**src/rtl/tdm_demux_4ch.sv**
```systemverilog
// Four-slot TDM receiver: steers a serial sample stream into four channel slots and
// presents each completed frame in parallel behind a valid/ready handshake.
module tdm_demux_4ch #(
   parameter int W = 1
) (
   input  logic         CK,
   input  logic         RST,
   input  logic [W-1:0] DIN,
   input  logic         IN_VLD,
   input  logic         SOF,
   output logic [1:0]   SEL,
   output logic [W-1:0] CH0,
   output logic [W-1:0] CH1,
   output logic [W-1:0] CH2,
   output logic [W-1:0] CH3,
   output logic         OUT_VLD,
   input  logic         OUT_RDY,
   output logic         OVF,
   output logic         SYNC_ERR
);

   typedef enum logic {IDLE, COLLECT} state_t;

   state_t       state_q, state_n;
   logic [1:0]   sel_n;
   logic [W-1:0] slot_q [0:2];
   logic         wr_en;
   logic [1:0]   wr_idx;
   logic         complete;
   logic         load;
   logic         out_vld_n;
   logic         ovf_n;
   logic         sync_err_n;

   always_comb begin
      state_n    = state_q;
      sel_n      = SEL;
      wr_en      = 1'b0;
      wr_idx     = 2'd0;
      complete   = 1'b0;
      sync_err_n = 1'b0;
      case (state_q)
         IDLE: begin
            if (IN_VLD && SOF) begin
               wr_en   = 1'b1;
               wr_idx  = 2'd0;
               sel_n   = 2'd1;
               state_n = COLLECT;
            end
         end
         COLLECT: begin
            if (IN_VLD) begin
               if (SOF) begin
                  // A SOF mid-frame realigns: the partial frame is simply overwritten.
                  sync_err_n = (SEL != 2'd0);
                  wr_en      = 1'b1;
                  wr_idx     = 2'd0;
                  sel_n      = 2'd1;
               end else begin
                  wr_en    = 1'b1;
                  wr_idx   = SEL;
                  sel_n    = SEL + 2'd1;
                  complete = (SEL == 2'd3);
               end
            end
         end
         default: state_n = IDLE;
      endcase
   end

   // A completed frame lands only if the output register is free or draining this cycle.
   assign load      = complete && (!OUT_VLD || OUT_RDY);
   assign ovf_n     = complete && !load;
   assign out_vld_n = load ? 1'b1 : ((OUT_VLD && OUT_RDY) ? 1'b0 : OUT_VLD);

   always_ff @(posedge CK) begin
      if (RST) begin
         state_q  <= IDLE;
         SEL      <= 2'd0;
         OUT_VLD  <= 1'b0;
         OVF      <= 1'b0;
         SYNC_ERR <= 1'b0;
      end else begin
         state_q  <= state_n;
         SEL      <= sel_n;
         OUT_VLD  <= out_vld_n;
         OVF      <= ovf_n;
         SYNC_ERR <= sync_err_n;
      end
   end

   // Slot 3 is never stored: it is forwarded straight from DIN on the completing edge.
   always_ff @(posedge CK) begin
      if (RST) begin
         for (int i = 0; i < 3; i++) slot_q[i] <= '0;
      end else begin
         for (int i = 0; i < 3; i++) begin
            if (wr_en && (wr_idx == 2'(i))) slot_q[i] <= DIN;
         end
      end
   end

   always_ff @(posedge CK) begin
      if (RST) begin
         CH0 <= '0;
         CH1 <= '0;
         CH2 <= '0;
         CH3 <= '0;
      end else if (load) begin
         CH0 <= slot_q[0];
         CH1 <= slot_q[1];
         CH2 <= slot_q[2];
         CH3 <= DIN;
      end
   end

endmodule

```
**config.mk**
```make
export PLATFORM = sky130hd
export DESIGN_NAME = tdm_demux_4ch
export DESIGN_NICKNAME = d
export VERILOG_FILES = /design/src/rtl/tdm_demux_4ch.sv
export SDC_FILE = /design/constraint.sdc
export NUM_CORES = 1
export LEC_CHECK = 0
export ABC_AREA = 1
export BUFFER_PORTS_ARGS = -buffer_cell sky130_fd_sc_hd__buf_2
export CAP_MARGIN = 0
export CORE_MARGIN = 3
export CORE_UTILIZATION = 40
export CTS_CLUSTER_DIAMETER = 100
export CTS_CLUSTER_SIZE = 28
export DETAILED_ROUTE_END_ITERATION = 10
export GPL_TIMING_DRIVEN = 0
export PLACE_DENSITY_LB_ADDON = 0.25
export RECOVER_POWER = 25
export SLEW_MARGIN = 30
export SYNTH_ARGS = -nofsm -noshare
export SYNTH_HDL_FRONTEND = slang
export SYNTH_SLANG_ARGS = --single-unit
```
**constraint.sdc**
```tcl
create_clock -name CK -period 1.3 [get_ports CK]
set_clock_uncertainty 0.15 [all_clocks]
set_input_delay 0.195 -clock CK [delete_from_list [all_inputs] [get_ports CK]]
set_output_delay 0.195 -clock CK [all_outputs]
set_load 0.03 [all_outputs]
```
Yosys cells after proc, flatten, opt, wreduce, memory -nomap -nowiden

Memories as Yosys holds them, arrays and structs flattened. A register that Yosys moved wholly into a read port is not among the register bits.
Index checks and enable logic that the tools add are counted.

Register bits after elaboration: 7
Latch bits: 0
Memory bits (writable): 3
ROM bits: 0
Logic and storage cells: 64
Memories: 1

Memory list:

| name   | words | width | rd ports | clocked after Yosys merged registers in | write ports | line | source |
|---|---|---|---|---|---|---|---|
| slot_q | 3     | 1     | 3        | 3                                       | 3           | 26   | `logic [W-1:0] slot_q [0:2];` |

$add $sub $neg: 1
Multipliers: 0
Div/mod/pow operators: 0
Magnitude comparators: 0
Eq/ne operators: 5
Shift-type cells: 0
Muxes and demuxes: 30
Bitwise operators: 6
Reduce and logical (&&, ||, !) cells: 15

Operators by type and width:

| operator                                            | number |
|---|---|
| two-way mux 1 bit                                   | 22 |
| two-way mux 2 bit                                   | 5 |
| case mux 2 bit (2 select lines)                     | 2 |
| logical AND 1 bit                                   | 7 |
| equality test 2 bit, second input constant          | 2 |
| inequality test 2 bit, second input constant        | 2 |
| nonzero test 2 bit                                  | 2 |
| OR reduction 4 bit                                  | 1 |
| NOT 1 bit                                           | 3 |
| OR 1 bit                                            | 3 |
| adder 2 x 1 -> 2 bit, second input constant         | 1 |
| equality test 2 x 1 -> 1 bit, second input constant | 1 |
| zero test 1 bit                                     | 2 |
| zero test 2 bit                                     | 1 |
| case mux 1 bit (2 select lines)                     | 1 |
| AND reduction 2 bit                                 | 1 |
| logical OR 1 bit                                    | 1 |

Depth between registers and ports, before layout

Depth in word-level cells: 9
Gate-level depth with buffers: 6
Mapped depth without buffers: 6

Least setup slack after synthesis

No wires, ideal clock.

Path type: register -> register
From: register SEL[1]
To: register CH0, read port of slot_q
Library setup time: 0.064 ns
Arrival time: 1.272 ns
Required time: 1.086 ns
Path slack: -0.186 ns
Cell stages (with the launch flop): 6
Buffers on the path: 0
Clock period less this slack: 1.486 ns
Cell sequence: dfxtp_1 -> ha_1 -> nand4_2 -> nor2_4 -> nor2_1 -> nor2_1

Word-level cells in the longest chain between the ends: 5

Ends and longest elaborated chain:

| element                | line | source |
|---|---|---|
| start, declared        | 11   | `output logic [1:0] SEL,` |
| start signal, assigned | 85   | `SEL <= sel_n;` |
| equality test 2 bit    | 63   | `complete = (SEL == 2'd3);` |
| two-way mux 1 bit      | 53   | `if (SOF) begin` |
| two-way mux 1 bit      | 52   | `if (IN_VLD) begin` |
| two-way mux 1 bit      | 42   | `case (state_q)` |
| logical AND 1 bit      | 72   | `assign load = complete && (!OUT_VLD \|\| OUT_RDY);` |
| end, declared          | 12   | `output logic [W-1:0] CH0,` |

Every way passes these cells.
A chain may end at the register's enable or synchronous reset.

==> results_dict.tcl <==
set metrics [dict create \
    status "completed" \
    placed_area_um2 692 \
    dp_cells 96 \
    cts_made_buffers 3 \
    clkPwrFrac 0.331 \
    max_freq_ghz 0.777 \
    hold_depth 2 \
    syn_nets 75 \
    final_max_slew_viol_count 0 \
    die_w_um 44.5 \
    dr.pass1.iters 4 \
    cp-start-kind "flop" \
    p_sw_uw 198 \
    critPathLaunch "state_q" \
    worstPathArrival_ns 1.13 \
    hold_start "RST" \
    ios 15 \
    postRouteAntennaNets 0 \
    cts_max_path_buffers 2 \
    worstSetupPathType "reg2reg" \
    p_seq_frac 0.561 \
    routed_via_density 4.96 \
    pwr-share-comb 0.108 \
    dp_slack_ns -0.0565 \
    drtIter0Drc 15 \
    muxShareOfSynthArea 0 \
    cts.htree.levels 1 \
    rrSetupSlack_ns 0.01 \
    chipHeight_um 44.5 \
    crit_family "flip-flops" \
    port-buffer-count 14 \
    drive_gt1_frac 0.398 \
    crit_path_end_kind "flop" \
    drv_cap 0 \
    cts_hold_buf 0 \
    fin_ws_ns 0.0129 \
    vias 511 \
    synthDistinctLibCells 20 \
    rsz0062_at_grt "true" \
    finalNonFillerCells 103 \
    track_usage 0.129 \
    yosys_register_bits 13 \
    required_ns 1.14 \
    hold_viol_final 0 \
    grt_pass1_vias 419 \
    ys_seq_area_frac 0.489 \
    yosysWarnings 0 \
    synth_top_family_by_area "simple AND/OR/NAND/NOR gates" \
    final_area_um2 766 \
    power_leakage_nw 0.346 \
    switching_share 0.258 \
    coreArea_um2 1350 \
    grt_max_degree 10 \
    nNetsFinal 97 \
    netlist_area_um2 593 \
    syn_inst 67 \
    p_int_uw 572 \
    hold_ws_ns 0.00958 \
    ir_drop_mv 0.547 \
    finalWirelength_um 1210 \
    insertion_delay_ns 0.28 \
    hp-class "in2reg" \
    synth_adder_area_share 0.0422 \
    finalCriticalPeriod_ns 1.29 \
    cp.depth 4 \
    worst_pin_slew_ns 0.224 \
    antenna_found_initial 0 \
    finalCritPeriodShare 0.990 \
    synthSimpleGateAreaFrac 0.302 \
    clockRootBuffer "clkbuf_4" \
    antenna_cells 0 \
    rows 13 \
    synth_area_per_cell_um2 8.85 \
    grt_first_pass_wirelength_um 1810 \
    grt-ovfl-total 0 \
    synthToLayoutAreaGrowth_pct 29.1 \
    crit_chain "nand2_4, nor2_4, nand2_2, o21ai_1" \
    slowest_delay_ns 0.37 \
    setup_viol 0 \
    worstReg2RegEnd "slot_q[0][2]" \
    min_to "SEL[0]" \
    path_clk_slew_ns 0.08 \
    clock-sinks 13 \
    wl_per_cell_um 11.8 \
    reg2reg_from "state_q" \
    critical_path_buf_inv_count 0 \
    rr_worst_depth 4 \
    die_area_um2 1980 \
    globalplace.congestion 0.726 \
    path_max_fanout 6 \
    synth-xor-area-share 0 \
    synth-compound-area-share 0.0970 \
    cpMaxStageDelayCell "dfxtp_4" \
    cts_tree "built" \
    start_util 0.439 \
    drc 0 \
    relSlewSlack 0.850 \
    powerDensity_nw_per_um2 1010 \
]
-- cells by family (layout without fill, tap and decap cells) --
kind of cell             after synthesis  in the layout
adder cells (fa/ha/maj)                2              2
AO/OA/AOI/OAI                          8              8
AND/OR/NAND/NOR                       33             33
buffers and inverters                 11             32
flip-flops                            13             13
-- worst max-delay path by stage --
stage,end
CTS,slot_q[0][2]
floorplan,slot_q[0][0]
detailed placement,slot_q[0][2]
global route,slot_q[0][2]
finish,slot_q[0][2]
global placement,slot_q[0][2]
-- cell usage in the layout, fill, tap and decap left out --
cell,netlist,final
ha_1,2,1
o21ai_1,2,2
clkbuf_1,0,1
clkinv_1,1,1
edfxtp_1,3,3
nand3_1,1,1
nor2_4,2,2
inv_1,10,9
o21a_4,1,1
buf_4,0,3
dfxtp_1,10,7
ha_4,0,1
nor3_1,1,1
clkbuf_2,0,1
nor4_1,1,1
nand4_4,0,1
nand2_4,1,1
a21oi_2,2,2
inv_2,0,1
a21oi_1,3,3
nand2_2,1,2
dfxtp_4,0,3
nor2_1,8,8
nand2_1,12,11
nand4_1,4,4
clkbuf_4,0,3
buf_2,0,13
nor3_2,1,1
-- cell usage after synthesis, drive strengths merged --
library cell / number / area share
nand2: 14 / 0.11
dfxtp: 10 / 0.34
inv: 10 / 0.063
nor2: 10 / 0.089
a21oi: 5 / 0.055
nand4: 5 / 0.063
edfxtp: 3 / 0.15
ha: 2 / 0.042
nor3: 2 / 0.025
o21ai: 2 / 0.017
clkinv: 1 / 0.0063
nand3: 1 / 0.0084
nor4: 1 / 0.011
o21a: 1 / 0.025
-- metrics by stage --
step                      TNS (ns)  utilization  total power [mW]
final                            0        0.567             0.771
after global routing       -0.0668        0.567             0.798
after CTS                        0        0.533             0.765
after detailed placement    -0.196        0.513             0.513
after global placement     -0.0409        0.513             0.511
after floorplan                  0            -             0.486
-- worst register-to-register path, cell delays in order, from the launching register on --
cell and delay [ns]:
dfxtp_4 0.37, nand2_4 0.08, nor2_4 0.16, nand2_2 0.09, o21ai_1 0.16
-- sequential cells by signal, indices dropped and copies added, names as in the netlist --
name      count
slot_q        3
SEL           2
CH0           1
CH1           1
CH2           1
CH3           1
OUT_VLD       1
OVF           1
SYNC_ERR      1
state_q       1
-- power by group through the flow --
stage | combinational [mW] | clock [mW] | sequential [mW]
after floorplan | 0.0398 | 0 | 0.446
after global placement | 0.0705 | 0 | 0.440
after detailed placement | 0.0724 | 0 | 0.441
after CTS | 0.0747 | 0.258 | 0.432
after global routing | 0.0914 | 0.272 | 0.434
final | 0.0829 | 0.255 | 0.432
-- per-layer routing --
metal	GRT usage	vias up	share of wire
met2	0.221	15	0.51
met4	0.0723	0	0.019
li1	-	262	-
met1	0.141	231	0.43
met3	0.0366	3	0.044
met5	0	-	0
-- layout make-up --
class	count	area, um^2
inverter	11	41.3
multi-input combinational	43	285
tap	15	18.8
clock buffer	4	26.3
timing repair buffer	17	92.6
sequential	13	302
fill	133	584
-- repair_timing --
action,in CTS,in global routing
pin swaps,0,3
resized for setup,1,5
buffers inserted,0,3
endpoints found under the setup margin,6,10
Power figures use the tool's default switching activity.
